## config.mk

```make
export PLATFORM = sky130hd
export DESIGN_NAME = seq_approx_divider
export DESIGN_NICKNAME = d
export VERILOG_FILES = /design/src/rtl/seq_approx_divider.sv
export SDC_FILE = /design/constraint.sdc
export NUM_CORES = 1
export LEC_CHECK = 0
export CAP_MARGIN = 10
export CORE_MARGIN = 4
export CORE_UTILIZATION = 54
export DETAILED_ROUTE_END_ITERATION = 16
export PLACE_DENSITY = 0.8
export SLEW_MARGIN = 20
export SYNTH_ARGS = -nofsm -noshare
export SYNTH_HDL_FRONTEND = slang
export SYNTH_SLANG_ARGS = --single-unit
```

## constraint.sdc

```tcl
create_clock -name clk -period 4.3 [get_ports clk]
set_clock_uncertainty 0.2 [all_clocks]
set_input_delay 1.29 -clock clk [delete_from_list [all_inputs] [get_ports clk]]
set_output_delay 1.29 -clock clk [all_outputs]
set_load 0.02 [all_outputs]
```

## src/rtl/seq_approx_divider.sv

```systemverilog
// Sequential restoring divider: 2*DW-bit dividend / DW-bit divisor with valid/ready on both
// sides. The least significant APPROX_ROWS quotient rows can use an approximate subtractor cell.
module seq_approx_divider #(
   parameter int DW             = 8,
   parameter int APPROX_ROWS    = 6,
   parameter int ROWS_PER_CYCLE = 1
) (
   input  logic            clk,
   input  logic            rst,
   input  logic            in_valid,
   output logic            in_ready,
   input  logic [2*DW-1:0] n,
   input  logic [DW-1:0]   d,
   input  logic            approx_en,
   output logic            out_valid,
   input  logic            out_ready,
   output logic [DW-1:0]   q,
   output logic [DW-1:0]   r,
   output logic            ovf,
   output logic            dz
);

   localparam int KW = (DW > 1) ? $clog2(DW) : 1;

   typedef enum logic [1:0] {IDLE, RUN, DONE} state_t;

   state_t        state, state_next;
   logic [DW-1:0] n_lo, d_q, w, q_acc;
   logic          approx_q;
   logic [KW-1:0] k_cnt;

   logic [DW-1:0] w_row, w_step, q_step;
   logic [KW-1:0] row_k;
   logic [DW:0]   t, diff;
   logic          qb, last_step, accept;

   assign in_ready = (state == IDLE) && !rst;
   assign accept   = in_valid && in_ready;

   // Unrolled rows for one clock, evaluated in descending k from the current counter value.
   // NOTE: every variable gets a default before the loop so no latch is inferred.
   always_comb begin
      w_row  = w;
      q_step = q_acc;
      row_k  = '0;
      t      = '0;
      diff   = '0;
      qb     = 1'b0;
      for (int j = 0; j < ROWS_PER_CYCLE; j++) begin
         row_k = k_cnt - KW'(j);
         t     = {w_row, n_lo[row_k]};
         diff  = t - {1'b0, d_q};
         if (approx_q && (int'(row_k) < APPROX_ROWS)) begin
            // Collapsed borrow chain: the partial remainder passes through unchanged.
            qb    = t[DW] | (t[DW-1] & ~d_q[DW-1]);
            w_row = t[DW-1:0];
         end else begin
            qb    = (t >= {1'b0, d_q});
            w_row = qb ? diff[DW-1:0] : t[DW-1:0];
         end
         q_step[row_k] = qb;
      end
      w_step    = w_row;
      last_step = (k_cnt == KW'(ROWS_PER_CYCLE - 1));
   end

   always_comb begin
      state_next = state;
      case (state)
         IDLE:    if (accept)    state_next = RUN;
         RUN:     if (last_step) state_next = DONE;
         DONE:    if (out_ready) state_next = IDLE;
         default:                state_next = IDLE;
      endcase
   end

   // NOTE: sequential state uses non-blocking assignments only, so every register
   // samples pre-edge values regardless of statement order.
   always_ff @(posedge clk) begin
      if (rst) state <= IDLE;
      else     state <= state_next;
   end

   // NOTE: the datapath is a handful of flops, not a memory, so all of it is reset
   // to keep outputs and internal state deterministic after rst.
   always_ff @(posedge clk) begin
      if (rst) begin
         n_lo      <= '0;
         d_q       <= '0;
         approx_q  <= 1'b0;
         w         <= '0;
         q_acc     <= '0;
         k_cnt     <= '0;
         q         <= '0;
         r         <= '0;
         ovf       <= 1'b0;
         dz        <= 1'b0;
         out_valid <= 1'b0;
      end else begin
         case (state)
            IDLE: begin
               if (accept) begin
                  n_lo     <= n[DW-1:0];
                  d_q      <= d;
                  approx_q <= approx_en;
                  w        <= n[2*DW-1:DW];
                  q_acc    <= '0;
                  k_cnt    <= KW'(DW - 1);
                  ovf      <= (n[2*DW-1:DW] >= d);
                  dz       <= (d == '0);
               end
            end
            RUN: begin
               w     <= w_step;
               q_acc <= q_step;
               k_cnt <= k_cnt - KW'(ROWS_PER_CYCLE);
               if (last_step) begin
                  q         <= q_step;
                  r         <= w_step;
                  out_valid <= 1'b1;
                  k_cnt     <= '0;
               end
            end
            DONE: begin
               if (out_ready) out_valid <= 1'b0;
            end
            default: ;
         endcase
      end
   end

endmodule

```

==> Word level (Yosys, flattened, before mapping) <==
Index checks and enable logic that the tools add are counted.
{ "totals": {"out_inout_bits": 20, "ff_bits": 57, "inputBits": 29, "wordCells": 64} }
{ "op_classes": {"n_eq_ne": 5, "add_sub_neg": 2, "mux": 22, "magnitude_cmp": 5, "reduce_logical": 15, "bitwise": 3} }
{ "ops": {"columns": ["cell", "count"], "rows": [
  ["8-bit 2-to-1 mux", 4],
  ["8-bit case mux with 2 select lines", 2],
  ["9-bit by 8-bit >= comparator with 1-bit output", 1],
  ["8-bit bitwise mux", 1],
  ["8-bit >= comparator", 1],
  ["8-bit zero test", 1],
  ["8-bit subtractor", 1],
  ["2-bit 2-to-1 mux", 3],
  ["3-bit 2-to-1 mux", 2],
  ["2-bit inequality test (second input constant)", 3],
  ["2-bit case mux with 3 select lines", 1],
  ["3-bit case mux with 2 select lines", 1],
  ["2-bit AND reduction", 3],
  ["3-bit AND reduction", 2],
  ["1-bit 2-to-1 mux", 5],
  ["1-bit logical AND", 4],
  ["3-bit by 4-bit less-than comparator with 1-bit output (second input constant)", 1],
  ["2-bit nonzero test", 2],
  ["1-bit binary-select mux with 3-bit select", 1],
  ["1-bit demux with 3-bit select", 1],
  ["3-bit by 1-bit >= comparator with 1-bit output (second input constant)", 1],
  ["3-bit zero test", 1],
  ["3-bit less-than comparator (second input constant)", 1],
  ["3-bit by 1-bit subtractor with 3-bit output (second input constant)", 1],
  ["other kinds (8)", 8]
]} }

==> Logic depth before layout (Yosys ltp) <==
Gate-level depths: netlist (run 1).
{ "depth": {"word_depth": 6, "depth_mapped": 11, "mapped_depth_nobuf": 10} }

==> Least setup slack after synthesis (run 1) <==
OpenSTA, ideal clock, no wires.
{ "synth_path": {"kind": "in2out", "startpoint": "input rst", "endpoint": "output in_ready", "arrival_ns": 1.612, "n_path_buf": 0, "path_stages": 1, "required_ns": 2.810, "setup_slack_ns": 1.198, "cell_sequence": "nor3_2"} }
{ "synth_between": {"elab_chain_cells": 2} }
{ "synth_rtl": {"columns": ["item", "line", "source"], "rows": [
  ["start: declaration", "9", "input logic rst,"],
  ["1-bit zero test", "37", "assign in_ready = (state == IDLE) && !rst;"],
  ["1-bit logical AND", "37", null],
  ["end: declaration", "11", "output logic in_ready,"]
]} }
Every way passes these cells.

==> Worst setup path in the final report (run 1) <==
Ends and elaborated chain as after synthesis.

==> flow_summary.html, run 1 <==
<table>
<tr><th>Metric</th><th>Value</th></tr>
<tr><th colspan="2">Synth</th></tr>
<tr><td>Syn nets</td><td>434</td></tr>
<tr><td>Most instantiated cells after synthesis</td><td>59 x nand2_1, 57 x dfxtp_1, 53 x a21oi_1</td></tr>
<tr><td>Portion of synthesized cell area occupied by the leading cell type</td><td>36.2%</td></tr>
<tr><td>Synth area leaders</td><td>dfxtp_1 36%, a21oi_1 8.4%, ha_1 7.5%, nand2_1 7.0%, mux2i_1 2.9%</td></tr>
<tr><td>Cell Area, Synth</td><td>3150 µm²</td></tr>
<tr><td>Number of flip-flops and latches in the synthesized netlist</td><td>between 50 and 60</td></tr>
<tr><td>Asr flop ratio synth</td><td>0%</td></tr>
<tr><td>Number of enable flip-flop cells after synthesis</td><td>0</td></tr>
<tr><td>Seq/Total Area, Yosys</td><td>36.2%</td></tr>
<tr><td>Main synth FF type</td><td>dfxtp_1</td></tr>
<tr><td>Number of cells produced by synthesis</td><td>385</td></tr>
<tr><td>YS warnings</td><td>0</td></tr>
<tr><td>Number of unique standard cell types used by synthesis</td><td>59</td></tr>
<tr><td>Library cell occupying the most area in the post-synthesis netlist</td><td>dfxtp_1</td></tr>
<tr><td>Leading cell type by number of instances after synthesis</td><td>nand2_1</td></tr>
<tr><td>Mean area per synthesized cell</td><td>8.18 µm²</td></tr>
<tr><th colspan="2">STA</th></tr>
<tr><td>Final Cycle Share</td><td>96.4%</td></tr>
<tr><td>Final setup violation count</td><td>0</td></tr>
<tr><td>Transition time at the pin with the least slew margin</td><td>between 900 and 1000 ps</td></tr>
<tr><td>Setup Total Neg Slack</td><td>0 ps</td></tr>
<tr><td>Count of final hold-check violations</td><td>0</td></tr>
<tr><td>Fin crit period</td><td>4150 ps</td></tr>
<tr><td>Max-slew headroom</td><td>37.9%</td></tr>
<tr><td>Min setup slack post-route</td><td>155 ps</td></tr>
<tr><td>Setup repair after global routing missed its margin</td><td>no</td></tr>
<tr><td>Top achievable clock speed</td><td>0.241 GHz</td></tr>
<tr><td>Max-slew violation count</td><td>0</td></tr>
<tr><th colspan="2">GRT</th></tr>
<tr><td>Top Usage Layer GRT</td><td>met2</td></tr>
<tr><td>GR Util met1</td><td>27.6%</td></tr>
<tr><td>Wire length of the first global-routing pass</td><td>about 13000 µm</td></tr>
<tr><td>Number of antenna violations at the first check in global routing</td><td>0</td></tr>
<tr><td>GRT met3 Usage</td><td>5.99%</td></tr>
<tr><td>GR Util met2</td><td>35.3%</td></tr>
<tr><td>Pin count of the biggest net entering global routing</td><td>49</td></tr>
<tr><td>GRT Util Overall</td><td>21.8%</td></tr>
<tr><td>Via count of the first global-routing pass</td><td>2832</td></tr>
<tr><td>Leftover overflow at the end of global routing</td><td>0</td></tr>
<tr><th colspan="2">Clock tree</th></tr>
<tr><td>CTS root buffer</td><td>clkbuf_8</td></tr>
<tr><td>Sink count of the clock tree</td><td>57</td></tr>
<tr><td>Clock tree from TritonCTS</td><td>yes</td></tr>
<tr><td>Setup fix buffers added after clock tree synthesis</td><td>0</td></tr>
<tr><td>Clock-pin slew on the worst setup and hold paths</td><td>70 ps</td></tr>
<tr><td>Maximum clock path buffer count</td><td>2</td></tr>
<tr><td>CTS buffer count</td><td>9</td></tr>
<tr><td>Hold bufs inserted after CTS</td><td>0</td></tr>
<tr><td>Gates resized, CTS repair</td><td>0</td></tr>
<tr><td>Clock latency reported for the late side of the worst-skew pair</td><td>330 ps</td></tr>
<tr><td>H-tree depth</td><td>3</td></tr>
<tr><th colspan="2">Critical path</th></tr>
<tr><td>Beginning of the worst register-to-register path</td><td>k_cnt[1]</td></tr>
<tr><td>Buffering stage count on the worst path with inverters included</td><td>2</td></tr>
<tr><td>Worst reg2reg endpoint</td><td>r[0]</td></tr>
<tr><td>Largest delay share family, worst path</td><td>buffers and inverters</td></tr>
<tr><td>CP Launch Point</td><td>rst</td></tr>
<tr><td>Setup slack of the most critical reg-to-reg path</td><td>700 ps</td></tr>
<tr><td>Element type at the critical path start</td><td>primary input</td></tr>
<tr><td>Worst-case reg-to-reg path depth</td><td>9</td></tr>
<tr><td>Max FO, Critical Path</td><td>3</td></tr>
<tr><td>Cell mode on critical path</td><td>clkdlybuf4s50_1</td></tr>
<tr><td>Capture point of the critical path</td><td>in_ready</td></tr>
<tr><td>Slowest Stage Delay on Critical Path</td><td>660 ps</td></tr>
<tr><td>Required time worst endpoint</td><td>approximately 2800 ps</td></tr>
<tr><td>CP Data Arrival Time</td><td>2660 ps</td></tr>
<tr><td>Cells along the critical path</td><td>clkdlybuf4s50_1 &gt; nor3_2 &gt; clkdlybuf4s50_1</td></tr>
<tr><td>Cell with the biggest individual delay on the critical path</td><td>clkdlybuf4s50_1</td></tr>
<tr><td>Worst setup path class</td><td>in2out</td></tr>
<tr><td>Capturing element type of the critical path</td><td>primary output</td></tr>
<tr><td>CP Depth</td><td>3</td></tr>
<tr><th colspan="2">Route</th></tr>
<tr><td>Average wire length per cell after detail routing</td><td>15.1 µm</td></tr>
<tr><td>Final antenna-violating net count</td><td>0</td></tr>
<tr><td>Total via count after detailed routing</td><td>2905</td></tr>
<tr><td>DRC Markers</td><td>0</td></tr>
<tr><td>First-pass iteration count of the detailed router</td><td>4</td></tr>
<tr><td>Total wire length after detailed routing</td><td>7580 µm</td></tr>
<tr><td>Number of DRC markers after the initial detailed-route iteration</td><td>around 200</td></tr>
<tr><td>Post-detailed-route via-to-cell ratio</td><td>about 5.8</td></tr>
<tr><th colspan="2">Cells and area</th></tr>
<tr><td>Fill cell count</td><td>481</td></tr>
<tr><td>Number of nets in the final layout</td><td>around 470</td></tr>
<tr><td>ANT cells</td><td>0</td></tr>
<tr><td>Sequential cell area</td><td>roughly 1100 µm²</td></tr>
<tr><td>Area taken by multi-input logic gates</td><td>1810 µm²</td></tr>
<tr><td>Share of layout cells above drive strength 1</td><td>7.91%</td></tr>
<tr><td>Post-synthesis to final-layout area growth</td><td>21.7%</td></tr>
<tr><th colspan="2">Die</th></tr>
<tr><td>Initial core utilization</td><td>56.5%</td></tr>
<tr><td>Horizontal die dimension</td><td>84.4 µm</td></tr>
<tr><td>I/O pin count</td><td>between 40 and 50</td></tr>
<tr><td>Standard-cell row count</td><td>27</td></tr>
<tr><td>Chip height</td><td>84.4 µm</td></tr>
<tr><td>Area of the die</td><td>7120 µm²</td></tr>
<tr><td>Core region area</td><td>5570 µm²</td></tr>
<tr><th colspan="2">Job</th></tr>
<tr><td>Max-cap violation count</td><td>0</td></tr>
<tr><th colspan="2">Placement</th></tr>
<tr><td>Detail Placement HPWL</td><td>roughly 5400 µm</td></tr>
<tr><td>Buffers on Ports</td><td>48</td></tr>
<tr><td>Setup slack at placement</td><td>about 180 ps</td></tr>
<tr><td>Global placer's final weighted congestion</td><td>slightly below 0.9</td></tr>
<tr><th colspan="2">Power</th></tr>
<tr><td>Switching part of the total</td><td>36.8%</td></tr>
<tr><td>Worst IR Drop VDD</td><td>0.245 mV</td></tr>
<tr><td>Logic pwr share</td><td>36.3%</td></tr>
<tr><td>Power Internal</td><td>0.00110 W</td></tr>
<tr><td>P_leak</td><td>1.49 nW</td></tr>
<tr><td>Fraction of power consumed by the clock network</td><td>28.6%</td></tr>
<tr><td>Switching pwr</td><td>0.000642 W</td></tr>
<tr><td>Sum of internal, switching and leakage power</td><td>0.00175 W</td></tr>
<tr><td>Sequential Power Share</td><td>between 30% and 40%</td></tr>
<tr><td>Total power divided by cell area</td><td>456 nW/µm²</td></tr>
<tr><th colspan="2">Min path</th></tr>
<tr><td>Worst Min Path Start</td><td>q[5]</td></tr>
<tr><td>Path class of the lowest-slack min-delay path</td><td>reg2reg</td></tr>
<tr><th colspan="2">Outcome</th></tr>
<tr><td>Result of the run</td><td>finished clean</td></tr>
</table>
-- metal layers --
metal  share of wire [%]  up-vias
li1                    -     1449
met1                  46     1351
met2                  45       95
met3                 7.8       10
met4                 1.3        0
met5                   0        -
-- registers in the layout (all words and copies together), names as in the netlist, 2 cells and up --
name and flops:
d_q 8, k_cnt 3, n_lo 8, q 8
q_acc 8, r 8, state 2, w 8
-- cell families (layout without fill, tap and decap cells) --
family,after synthesis,after routing,synth area share (%)
flops,57,57,36.2
fa+ha+maj,20,20,8.18
compound gates,113,113,22.8
mux,12,12,4.89
simple gates,134,134,20.7
xor+xnor,3,3,0.834
buf+inv,46,91,6.36
-- tightest hold or removal path, delay by kind of cell (launching register included) --
family,cells,cell delay (ps)
AOI/OAI and AO/OA,1,50
DFF,1,320
and+or+nand+nor,1,40
-- final cells by class --
| class | instances | area share (%) |
|---|---|---|
| Clock buffer | 11 | 3.69 |
| Sequential cell | 57 | 29.8 |
| Clock inverter | 5 | 1.44 |
| Inverter | 23 | 2.25 |
| Timing Repair Buffer | 52 | 13.3 |
| Tap cell | 72 | 2.35 |
| Multi-Input combinational cell | 282 | 47.2 |
-- through the flow --
step	instances	cell area, µm²	hold WS [ps]	utilization (%)
after floorplan	385	3150	232	-
after global placement	486	3640	237	65.2
after detailed placement	486	3640	240	65.2
after CTS	502	3830	252	68.8
after global routing	502	3830	273	68.8
final	502	3830	249	68.8
-- how the worst min path moves through the flow --
stage	endpoint	slack (ps)	depth (start not counted)
5_1_grt	n_lo[6]	270	2
4_1_cts	q[0]	250	2
2_1_floorplan	n_lo[2]	230	2
3_5_place_dp	q[1]	240	2
6_report	q[5]	250	2
3_3_place_gp	q[3]	240	2
-- cell usage in the layout (no fill, tap or decap), types with 4 or more instances in the layout --
master,netlist,final
buf_4,0,4
clkdlybuf4s50_1,0,48
nor4_1,4,4
nor2b_1,4,4
clkbuf_8,0,10
o22ai_1,4,4
a21o_1,4,4
nand3_1,16,16
nand4_1,4,4
a31oi_1,4,4
and3_1,6,6
a21oi_1,53,53
nor2_1,16,16
nand2_1,59,59
ha_1,19,19
mux2i_1,9,9
o21ai_0,17,17
inv_1,23,23
o31ai_1,4,4
dfxtp_1,57,57
nand2b_1,6,6
-- power groups by stage --
| stage | logic, W | registers (W) | clock network, W |
|---|---|---|---|
| floorplan | 0.000471 | 0.000625 | 0 |
| CTS | 0.000626 | 0.000612 | 0.000506 |
| global route | 0.000697 | 0.000620 | 0.000532 |
| global placement | 0.000611 | 0.000622 | 0 |
| detailed placement | 0.000621 | 0.000623 | 0 |
| finish | 0.000634 | 0.000613 | 0.000500 |
No activity file was read; power rests on OpenSTA's default activity.
==> run 2: changes to the inputs <==
--- a/config.mk
+++ b/config.mk
@@ -7,9 +7,9 @@
 export LEC_CHECK = 0
 export CAP_MARGIN = 10
 export CORE_MARGIN = 4
-export CORE_UTILIZATION = 54
+export CORE_UTILIZATION = 50
 export DETAILED_ROUTE_END_ITERATION = 16
-export PLACE_DENSITY = 0.8
+export PLACE_DENSITY = 0.75
 export SLEW_MARGIN = 20
 export SYNTH_ARGS = -nofsm -noshare
 export SYNTH_HDL_FRONTEND = slang
==> run 2 against run 1 <==
Compared with the run above:
- first-iteration DRC count shrank 5.1%
- clock-buffer cell count shrank 1
- sequential share of layout area is essentially flat
- utilization shrank 5.3 points
- total power shrank 1.2%
- critical path depth is the same
- flip-flop and latch count is the same
- global-route usage shrank 0.51 points
- cell count grew 0.60%
- sequential power is essentially flat
- register-to-register slack gained 20 ps
==> flow_summary.html, run 2 (same netlist as run 1, synthesis figures left out) <==
<table>
<tr><th>Metric</th><th>Value</th></tr>
<tr><th colspan="2">Critical path</th></tr>
<tr><td>Capturing element type of the critical path</td><td>primary output</td></tr>
<tr><td>Max FO, Critical Path</td><td>3</td></tr>
<tr><td>Beginning of the worst register-to-register path</td><td>k_cnt[1]</td></tr>
<tr><td>CP Launch Point</td><td>rst</td></tr>
<tr><td>Element type at the critical path start</td><td>primary input</td></tr>
<tr><td>CP Data Arrival Time</td><td>between 2000 and 3000 ps</td></tr>
<tr><td>Worst setup path class</td><td>in2out</td></tr>
<tr><td>Required time worst endpoint</td><td>~2800 ps</td></tr>
<tr><th colspan="2">Power</th></tr>
<tr><td>Logic pwr share</td><td>36.9%</td></tr>
<tr><td>Sum of internal, switching and leakage power</td><td>0.00173 W</td></tr>
<tr><td>P_leak</td><td>1.50 nW</td></tr>
<tr><td>Fraction of power consumed by the clock network</td><td>between 20 and 30%</td></tr>
<tr><td>Switching pwr</td><td>roughly 0.00064 W</td></tr>
<tr><td>Sequential Power Share</td><td>35.5%</td></tr>
<tr><td>Worst IR Drop VDD</td><td>0.315 mV</td></tr>
<tr><td>Total power divided by cell area</td><td>451 nW/µm²</td></tr>
<tr><td>Power Internal</td><td>between 0.001 and 0.0015 W</td></tr>
<tr><td>Switching part of the total</td><td>37.0%</td></tr>
<tr><th colspan="2">Cells and area</th></tr>
<tr><td>Number of nets in the final layout</td><td>between 400 and 500</td></tr>
<tr><td>Non-Filler Cell Area, Final</td><td>3830 µm²</td></tr>
<tr><td>Most common cell after layout, fill and taps aside</td><td>nand2_1</td></tr>
<tr><td>Post-synthesis to final-layout area growth</td><td>21.5%</td></tr>
<tr><td>Top library cells by usage in the layout, fill and taps aside</td><td>59 x nand2_1, 57 x dfxtp_1, 53 x a21oi_1</td></tr>
<tr><td>Non-filler cells in the finished layout</td><td>505</td></tr>
<tr><td>Post-layout utilization of the core</td><td>between 60% and 70%</td></tr>
<tr><td>Share of layout cells above drive strength 1</td><td>around 7.9%</td></tr>
<tr><td>ANT cells</td><td>0</td></tr>
<tr><th colspan="2">STA</th></tr>
<tr><td>Max-slew violation count</td><td>0</td></tr>
<tr><td>Count of final hold-check violations</td><td>0</td></tr>
<tr><td>Setup repair after global routing missed its margin</td><td>no</td></tr>
<tr><td>Final setup violation count</td><td>0</td></tr>
<tr><td>Final Cycle Share</td><td>95.6%</td></tr>
<tr><td>Max-slew headroom</td><td>40.4%</td></tr>
<tr><td>Fin crit period</td><td>4110 ps</td></tr>
<tr><td>Top achievable clock speed</td><td>0.243 GHz</td></tr>
<tr><td>Setup Total Neg Slack</td><td>0 ps</td></tr>
<tr><td>Transition time at the pin with the least slew margin</td><td>891 ps</td></tr>
<tr><th colspan="2">Min path</th></tr>
<tr><td>Path class of the lowest-slack min-delay path</td><td>reg2reg</td></tr>
<tr><td>Worst Min Path Start</td><td>q[4]</td></tr>
<tr><th colspan="2">Route</th></tr>
<tr><td>Final antenna-violating net count</td><td>0</td></tr>
<tr><td>Total via count after detailed routing</td><td>2853</td></tr>
<tr><td>Average wire length per cell after detail routing</td><td>15.0 µm</td></tr>
<tr><td>First-pass iteration count of the detailed router</td><td>4</td></tr>
<tr><td>DRC Markers</td><td>0</td></tr>
<tr><td>Post-detailed-route via-to-cell ratio</td><td>~5.6</td></tr>
<tr><td>Total wire length after detailed routing</td><td>~7600 µm</td></tr>
<tr><td>Number of DRC markers after the initial detailed-route iteration</td><td>187</td></tr>
<tr><th colspan="2">GRT</th></tr>
<tr><td>Wire length of the first global-routing pass</td><td>12800 µm</td></tr>
<tr><td>Number of antenna violations at the first check in global routing</td><td>0</td></tr>
<tr><td>Leftover overflow at the end of global routing</td><td>0</td></tr>
<tr><td>GRT Util Overall</td><td>21.3%</td></tr>
<tr><td>Pin count of the biggest net entering global routing</td><td>49</td></tr>
<tr><td>Via count of the first global-routing pass</td><td>2771</td></tr>
<tr><th colspan="2">Die</th></tr>
<tr><td>Horizontal die dimension</td><td>~87 µm</td></tr>
<tr><td>Chip height</td><td>87.4 µm</td></tr>
<tr><td>Initial core utilization</td><td>52.3%</td></tr>
<tr><td>Area of the die</td><td>7630 µm²</td></tr>
<tr><td>I/O pin count</td><td>49</td></tr>
<tr><td>Core region area</td><td>6030 µm²</td></tr>
<tr><td>Standard-cell row count</td><td>28</td></tr>
<tr><th colspan="2">Clock tree</th></tr>
<tr><td>Maximum clock path buffer count</td><td>2</td></tr>
<tr><td>Clock-pin slew on the worst setup and hold paths</td><td>70 ps</td></tr>
<tr><td>Sink count of the clock tree</td><td>57</td></tr>
<tr><td>H-tree depth</td><td>3</td></tr>
<tr><td>CTS root buffer</td><td>clkbuf_8</td></tr>
<tr><td>Setup fix buffers added after clock tree synthesis</td><td>0</td></tr>
<tr><td>CTS buffer count</td><td>9</td></tr>
<tr><td>Clock latency reported for the late side of the worst-skew pair</td><td>340 ps</td></tr>
<tr><td>Clock tree from TritonCTS</td><td>yes</td></tr>
<tr><td>Hold bufs inserted after CTS</td><td>0</td></tr>
<tr><td>Gates resized, CTS repair</td><td>0</td></tr>
<tr><th colspan="2">Placement</th></tr>
<tr><td>Global placer's final weighted congestion</td><td>0.912</td></tr>
<tr><td>Post-placement cell area</td><td>3640 µm²</td></tr>
<tr><td>Buffers on Ports</td><td>48</td></tr>
<tr><td>Detail Placement HPWL</td><td>5330 µm</td></tr>
<tr><td>Instance count after placement with tap cells included</td><td>489</td></tr>
<tr><th colspan="2">Outcome</th></tr>
<tr><td>Result of the run</td><td>finished clean</td></tr>
<tr><th colspan="2">Job</th></tr>
<tr><td>Max-cap violation count</td><td>0</td></tr>
</table>
-- run 2: changes by cell type in the layout (fill, tap and decap cells not counted) --
cell,before,now
clkinv_4,0,1
clkinvlp_4,2,0
clkinv_2,2,4
clkbuf_8,10,9
-- run 2: power groups by stage --
| stage | logic [W] | registers [W] | clock network (W) |
|---|---|---|---|
| 3_3_place_gp | 0.000611 | 0.000623 | 0 |
| 4_1_cts | 0.000629 | 0.000612 | 0.000485 |
| 6_report | 0.000636 | 0.000613 | 0.000477 |
| 5_1_grt | 0.000692 | 0.000620 | 0.000514 |
| 3_5_place_dp | 0.000622 | 0.000623 | 0 |
| 2_1_floorplan | 0.000471 | 0.000625 | 0 |
-- run 2: per-layer routing --
metal | part of all wire (%) | GRT usage, % | vias up
li1 | - | - | 1450
met1 | 48 | 29.1 | 1306
met2 | 43 | 31.6 | 85
met3 | 6.4 | 5.49 | 12
met4 | 1.7 | 9.07 | 0
met5 | 0 | 0 | -
-- run 2: path summary, 6_finish.rpt --
kind	cells past startpoint	endpoint	slack [ps]
hold reg to reg	2	q[4]	250
setup / recovery	3	in_ready	190
hold / removal	2	q[4]	250
setup reg to reg	9	r[0]	720
-- run 2: stage by stage --
stage                     hold WS (ps)  worst slack [ps]
final                              253               188
after global placement             237               190
after global routing               269               127
after CTS                          254               185
after detailed placement           245               202
after floorplan                    232              1200
-- run 2: area by class of cell --
type	instances	area, µm²
Fill cell	568	2200
Multi-Input combinational cell	282	1810
Sequential cell	57	1140
Timing Repair Buffer	52	510
Clock buffer	10	128
Tap cell	75	93.8
Inverter	23	86.3
Clock inverter	6	58.8
-- run 2: worst max-delay path, stage by stage --
cell,delay (ps)
clkdlybuf4s50_1,480
nor3_2,200
clkdlybuf4s50_1,650
==> run 3: changes to the inputs <==
--- a/config.mk
+++ b/config.mk
@@ -9,7 +9,8 @@
 export CORE_MARGIN = 4
 export CORE_UTILIZATION = 50
 export DETAILED_ROUTE_END_ITERATION = 16
-export PLACE_DENSITY = 0.75
+export DONT_BUFFER_PORTS = 1
+export RECOVER_POWER = 25
 export SLEW_MARGIN = 20
 export SYNTH_ARGS = -nofsm -noshare
 export SYNTH_HDL_FRONTEND = slang
==> run 3 against run 2 <==
Compared with the run above:
- the run now ends with capacitance limit, slew limit left
- worst hold slack worse by 1.6 ps
- total power is 6.3% higher
- setup slack better by 380 ps
- flip-flop and latch count unchanged
- register-to-register slack improved by 110 ps
- cell area fell by 11%
- utilization decreased by 6.9 points
- first-iteration DRC count down 21%
- global-route usage is 0.49 points higher
- critical path type is now in2reg
- routed wire length up 4.2%
- clock-buffer cell count is 2 higher
- cell count shrank 9.5%
==> flow_summary.html, run 3 (same netlist as run 1, synthesis figures left out) <==
<table>
<tr><th>Metric</th><th>Value</th></tr>
<tr><th colspan="2">Outcome</th></tr>
<tr><td>Result of the run</td><td>finished, violations left</td></tr>
<tr><td>Violations in the final reports</td><td>capacitance limit, slew limit</td></tr>
<tr><th colspan="2">STA</th></tr>
<tr><td>Final setup violation count</td><td>0</td></tr>
<tr><td>Top achievable clock speed</td><td>0.268 GHz</td></tr>
<tr><td>Max-slew headroom</td><td>-6.44%</td></tr>
<tr><td>Count of final hold-check violations</td><td>0</td></tr>
<tr><td>Setup repair after global routing missed its margin</td><td>no</td></tr>
<tr><td>Transition time at the pin with the least slew margin</td><td>approximately 1600 ps</td></tr>
<tr><td>Min setup slack post-route</td><td>566 ps</td></tr>
<tr><td>Max-slew violation count</td><td>39</td></tr>
<tr><td>Fin crit period</td><td>3730 ps</td></tr>
<tr><td>Final Cycle Share</td><td>a little under 90%</td></tr>
<tr><td>Setup Total Neg Slack</td><td>0 ps</td></tr>
<tr><th colspan="2">Route</th></tr>
<tr><td>Total wire length after detailed routing</td><td>between 7000 and 8000 µm</td></tr>
<tr><td>DRC Markers</td><td>0</td></tr>
<tr><td>Number of DRC markers after the initial detailed-route iteration</td><td>between 100 and 150</td></tr>
<tr><td>Post-detailed-route via-to-cell ratio</td><td>a little under 6</td></tr>
<tr><td>Final antenna-violating net count</td><td>0</td></tr>
<tr><td>Total via count after detailed routing</td><td>2668</td></tr>
<tr><td>Average wire length per cell after detail routing</td><td>17.3 µm</td></tr>
<tr><td>First-pass iteration count of the detailed router</td><td>4</td></tr>
<tr><th colspan="2">Placement</th></tr>
<tr><td>Instance count after placement with tap cells included</td><td>441</td></tr>
<tr><td>Buffers on Ports</td><td>0</td></tr>
<tr><td>Global placer's final weighted congestion</td><td>0.906</td></tr>
<tr><td>Setup slack at placement</td><td>875 ps</td></tr>
<tr><td>Detail Placement HPWL</td><td>around 5500 µm</td></tr>
<tr><th colspan="2">GRT</th></tr>
<tr><td>Number of antenna violations at the first check in global routing</td><td>0</td></tr>
<tr><td>Via count of the first global-routing pass</td><td>2567</td></tr>
<tr><td>Wire length of the first global-routing pass</td><td>12800 µm</td></tr>
<tr><td>Leftover overflow at the end of global routing</td><td>0</td></tr>
<tr><td>Pin count of the biggest net entering global routing</td><td>50</td></tr>
<tr><td>GRT Util Overall</td><td>a little over a fifth</td></tr>
<tr><th colspan="2">Cells and area</th></tr>
<tr><td>Fill cell count</td><td>roughly 600</td></tr>
<tr><td>Non-filler cells in the finished layout</td><td>457</td></tr>
<tr><td>Top library cells by usage in the layout, fill and taps aside</td><td>59 x nand2_1, 57 x dfxtp_1, 53 x a21oi_1</td></tr>
<tr><td>Post-synthesis to final-layout area growth</td><td>8.38%</td></tr>
<tr><td>Sequential cell area</td><td>1140 µm²</td></tr>
<tr><td>Share of layout cells above drive strength 1</td><td>8.64%</td></tr>
<tr><td>Number of nets in the final layout</td><td>426</td></tr>
<tr><td>Area taken by multi-input logic gates</td><td>about 1800 µm²</td></tr>
<tr><td>ANT cells</td><td>0</td></tr>
<tr><td>Most common cell after layout, fill and taps aside</td><td>nand2_1</td></tr>
<tr><th colspan="2">Critical path</th></tr>
<tr><td>Required time worst endpoint</td><td>around 4300 ps</td></tr>
<tr><td>Largest delay share family, worst path</td><td>simple AND/OR/NAND/NOR gates</td></tr>
<tr><td>Slowest Stage Delay on Critical Path</td><td>650 ps</td></tr>
<tr><td>Cell with the biggest individual delay on the critical path</td><td>clkbuf_1</td></tr>
<tr><td>Worst setup path class</td><td>in2reg</td></tr>
<tr><td>Worst-case reg-to-reg path depth</td><td>9</td></tr>
<tr><td>CP Depth</td><td>7</td></tr>
<tr><td>Cells along the critical path</td><td>nor3_1 &gt; nand2_1 &gt; clkbuf_1 &gt; and3_1 &gt; a21oi_1 &gt; a21boi_0 &gt; a221oi_2</td></tr>
<tr><td>Element type at the critical path start</td><td>primary input</td></tr>
<tr><td>Capturing element type of the critical path</td><td>flop</td></tr>
<tr><td>Buffering stage count on the worst path with inverters included</td><td>1</td></tr>
<tr><td>Max FO, Critical Path</td><td>49</td></tr>
<tr><td>CP Data Arrival Time</td><td>about 3700 ps</td></tr>
<tr><th colspan="2">Clock tree</th></tr>
<tr><td>Clock tree from TritonCTS</td><td>yes</td></tr>
<tr><td>CTS buffer count</td><td>9</td></tr>
<tr><td>Hold bufs inserted after CTS</td><td>0</td></tr>
<tr><td>H-tree depth</td><td>3</td></tr>
<tr><td>Gates resized, CTS repair</td><td>0</td></tr>
<tr><td>Clock-pin slew on the worst setup and hold paths</td><td>70 ps</td></tr>
<tr><td>Clock latency reported for the late side of the worst-skew pair</td><td>approximately 340 ps</td></tr>
<tr><td>Maximum clock path buffer count</td><td>2</td></tr>
<tr><td>Sink count of the clock tree</td><td>57</td></tr>
<tr><td>Setup fix buffers added after clock tree synthesis</td><td>0</td></tr>
<tr><td>CTS root buffer</td><td>clkbuf_8</td></tr>
<tr><th colspan="2">Min path</th></tr>
<tr><td>Path class of the lowest-slack min-delay path</td><td>reg2reg</td></tr>
<tr><td>Worst hold path stage count</td><td>2</td></tr>
<tr><th colspan="2">Power</th></tr>
<tr><td>P_leak</td><td>1.34 nW</td></tr>
<tr><td>Worst IR Drop VDD</td><td>0.313 mV</td></tr>
<tr><td>Total power divided by cell area</td><td>537 nW/µm²</td></tr>
<tr><td>Switching part of the total</td><td>between 30% and 40%</td></tr>
<tr><td>Switching pwr</td><td>0.000624 W</td></tr>
<tr><td>Logic pwr share</td><td>between 20 and 30%</td></tr>
<tr><td>Power Internal</td><td>0.00121 W</td></tr>
<tr><td>Sequential Power Share</td><td>34.7%</td></tr>
<tr><td>Fraction of power consumed by the clock network</td><td>35.6%</td></tr>
<tr><th colspan="2">Die</th></tr>
<tr><td>Standard-cell row count</td><td>28</td></tr>
<tr><td>Initial core utilization</td><td>52.3%</td></tr>
<tr><td>Chip height</td><td>approximately 87 µm</td></tr>
<tr><td>I/O pin count</td><td>49</td></tr>
<tr><td>Area of the die</td><td>roughly 7600 µm²</td></tr>
<tr><td>Core region area</td><td>~6000 µm²</td></tr>
<tr><td>Horizontal die dimension</td><td>87.4 µm</td></tr>
<tr><th colspan="2">Job</th></tr>
<tr><td>Max-cap violation count</td><td>1</td></tr>
</table>
run 3: cell count changes in the layout (fill, tap and decap cells not counted):
cell,previous run,this run
clkdlybuf4s50_1,48,0
clkinv_2,4,0
clkbuf_8,9,12
bufinv_16,1,3
buf_4,4,3
clkinv_4,1,0
clkinvlp_4,0,1
nor3_1,3,4
nor3_2,1,0
run 3: per-layer routing:
metal / global-route usage (%) / up-vias / share of wire (%)
met1: 31.3 / 1231 / 50
met3: 6.43 / 10 / 8.3
li1: - / 1353 / -
met2: 31.2 / 74 / 40
met4: 6.69 / 0 / 1.3
met5: 0 / - / 0
run 3: power by group through the flow:
stage / Sequential, W / Clock (W) / Combinational, W
6_report: 0.000636 / 0.000654 / 0.000545
5_1_grt: 0.000641 / 0.000691 / 0.000604
3_5_place_dp: 0.000647 / 0 / 0.000540
2_1_floorplan: 0.000625 / 0 / 0.000471
3_3_place_gp: 0.000646 / 0 / 0.000536
4_1_cts: 0.000635 / 0.000666 / 0.000540
run 3: worst paths after layout:
check | from | end | slack, ps
max reg2reg | k_cnt[1] | r[0] | 830
min | d_q[7] | d_q[7] | 250
min reg2reg | d_q[7] | d_q[7] | 250
max | rst | w[6] | 570
run 3: layout make-up:
| type | instances | area share [%] |
|---|---|---|
| well taps | 75 | 2.75 |
| inverters | 23 | 2.53 |
| flip-flops and latches | 57 | 33.4 |
| multi-input cells | 282 | 52.8 |
| repair buffers | 4 | 0.770 |
| clock inverters | 4 | 2.86 |
| clock buffers | 12 | 4.84 |
run 3: metrics by stage:
step / area (µm²) / total power (W) / utilization [%] / hold slack, ps
final: 3410 / 0.00183 / 56.6 / 251
after global routing: 3410 / 0.00194 / 56.6 / 271
after CTS: 3420 / 0.00184 / 56.8 / 250
after detailed placement: 3160 / 0.00119 / 52.4 / 241
after global placement: 3160 / 0.00118 / 52.4 / 239
after floorplan: 3150 / 0.00110 / - / 232
run 3: worst reg2reg max path: stages (launching register included):
cell	delay, ps
dfxtp_1	520
mux4_1	610
mux2i_1	340
ha_1	330
nand2b_1	140
a21oi_1	310
o2111ai_4	170
nand2_2	200
mux2_1	370
a211oi_2	210
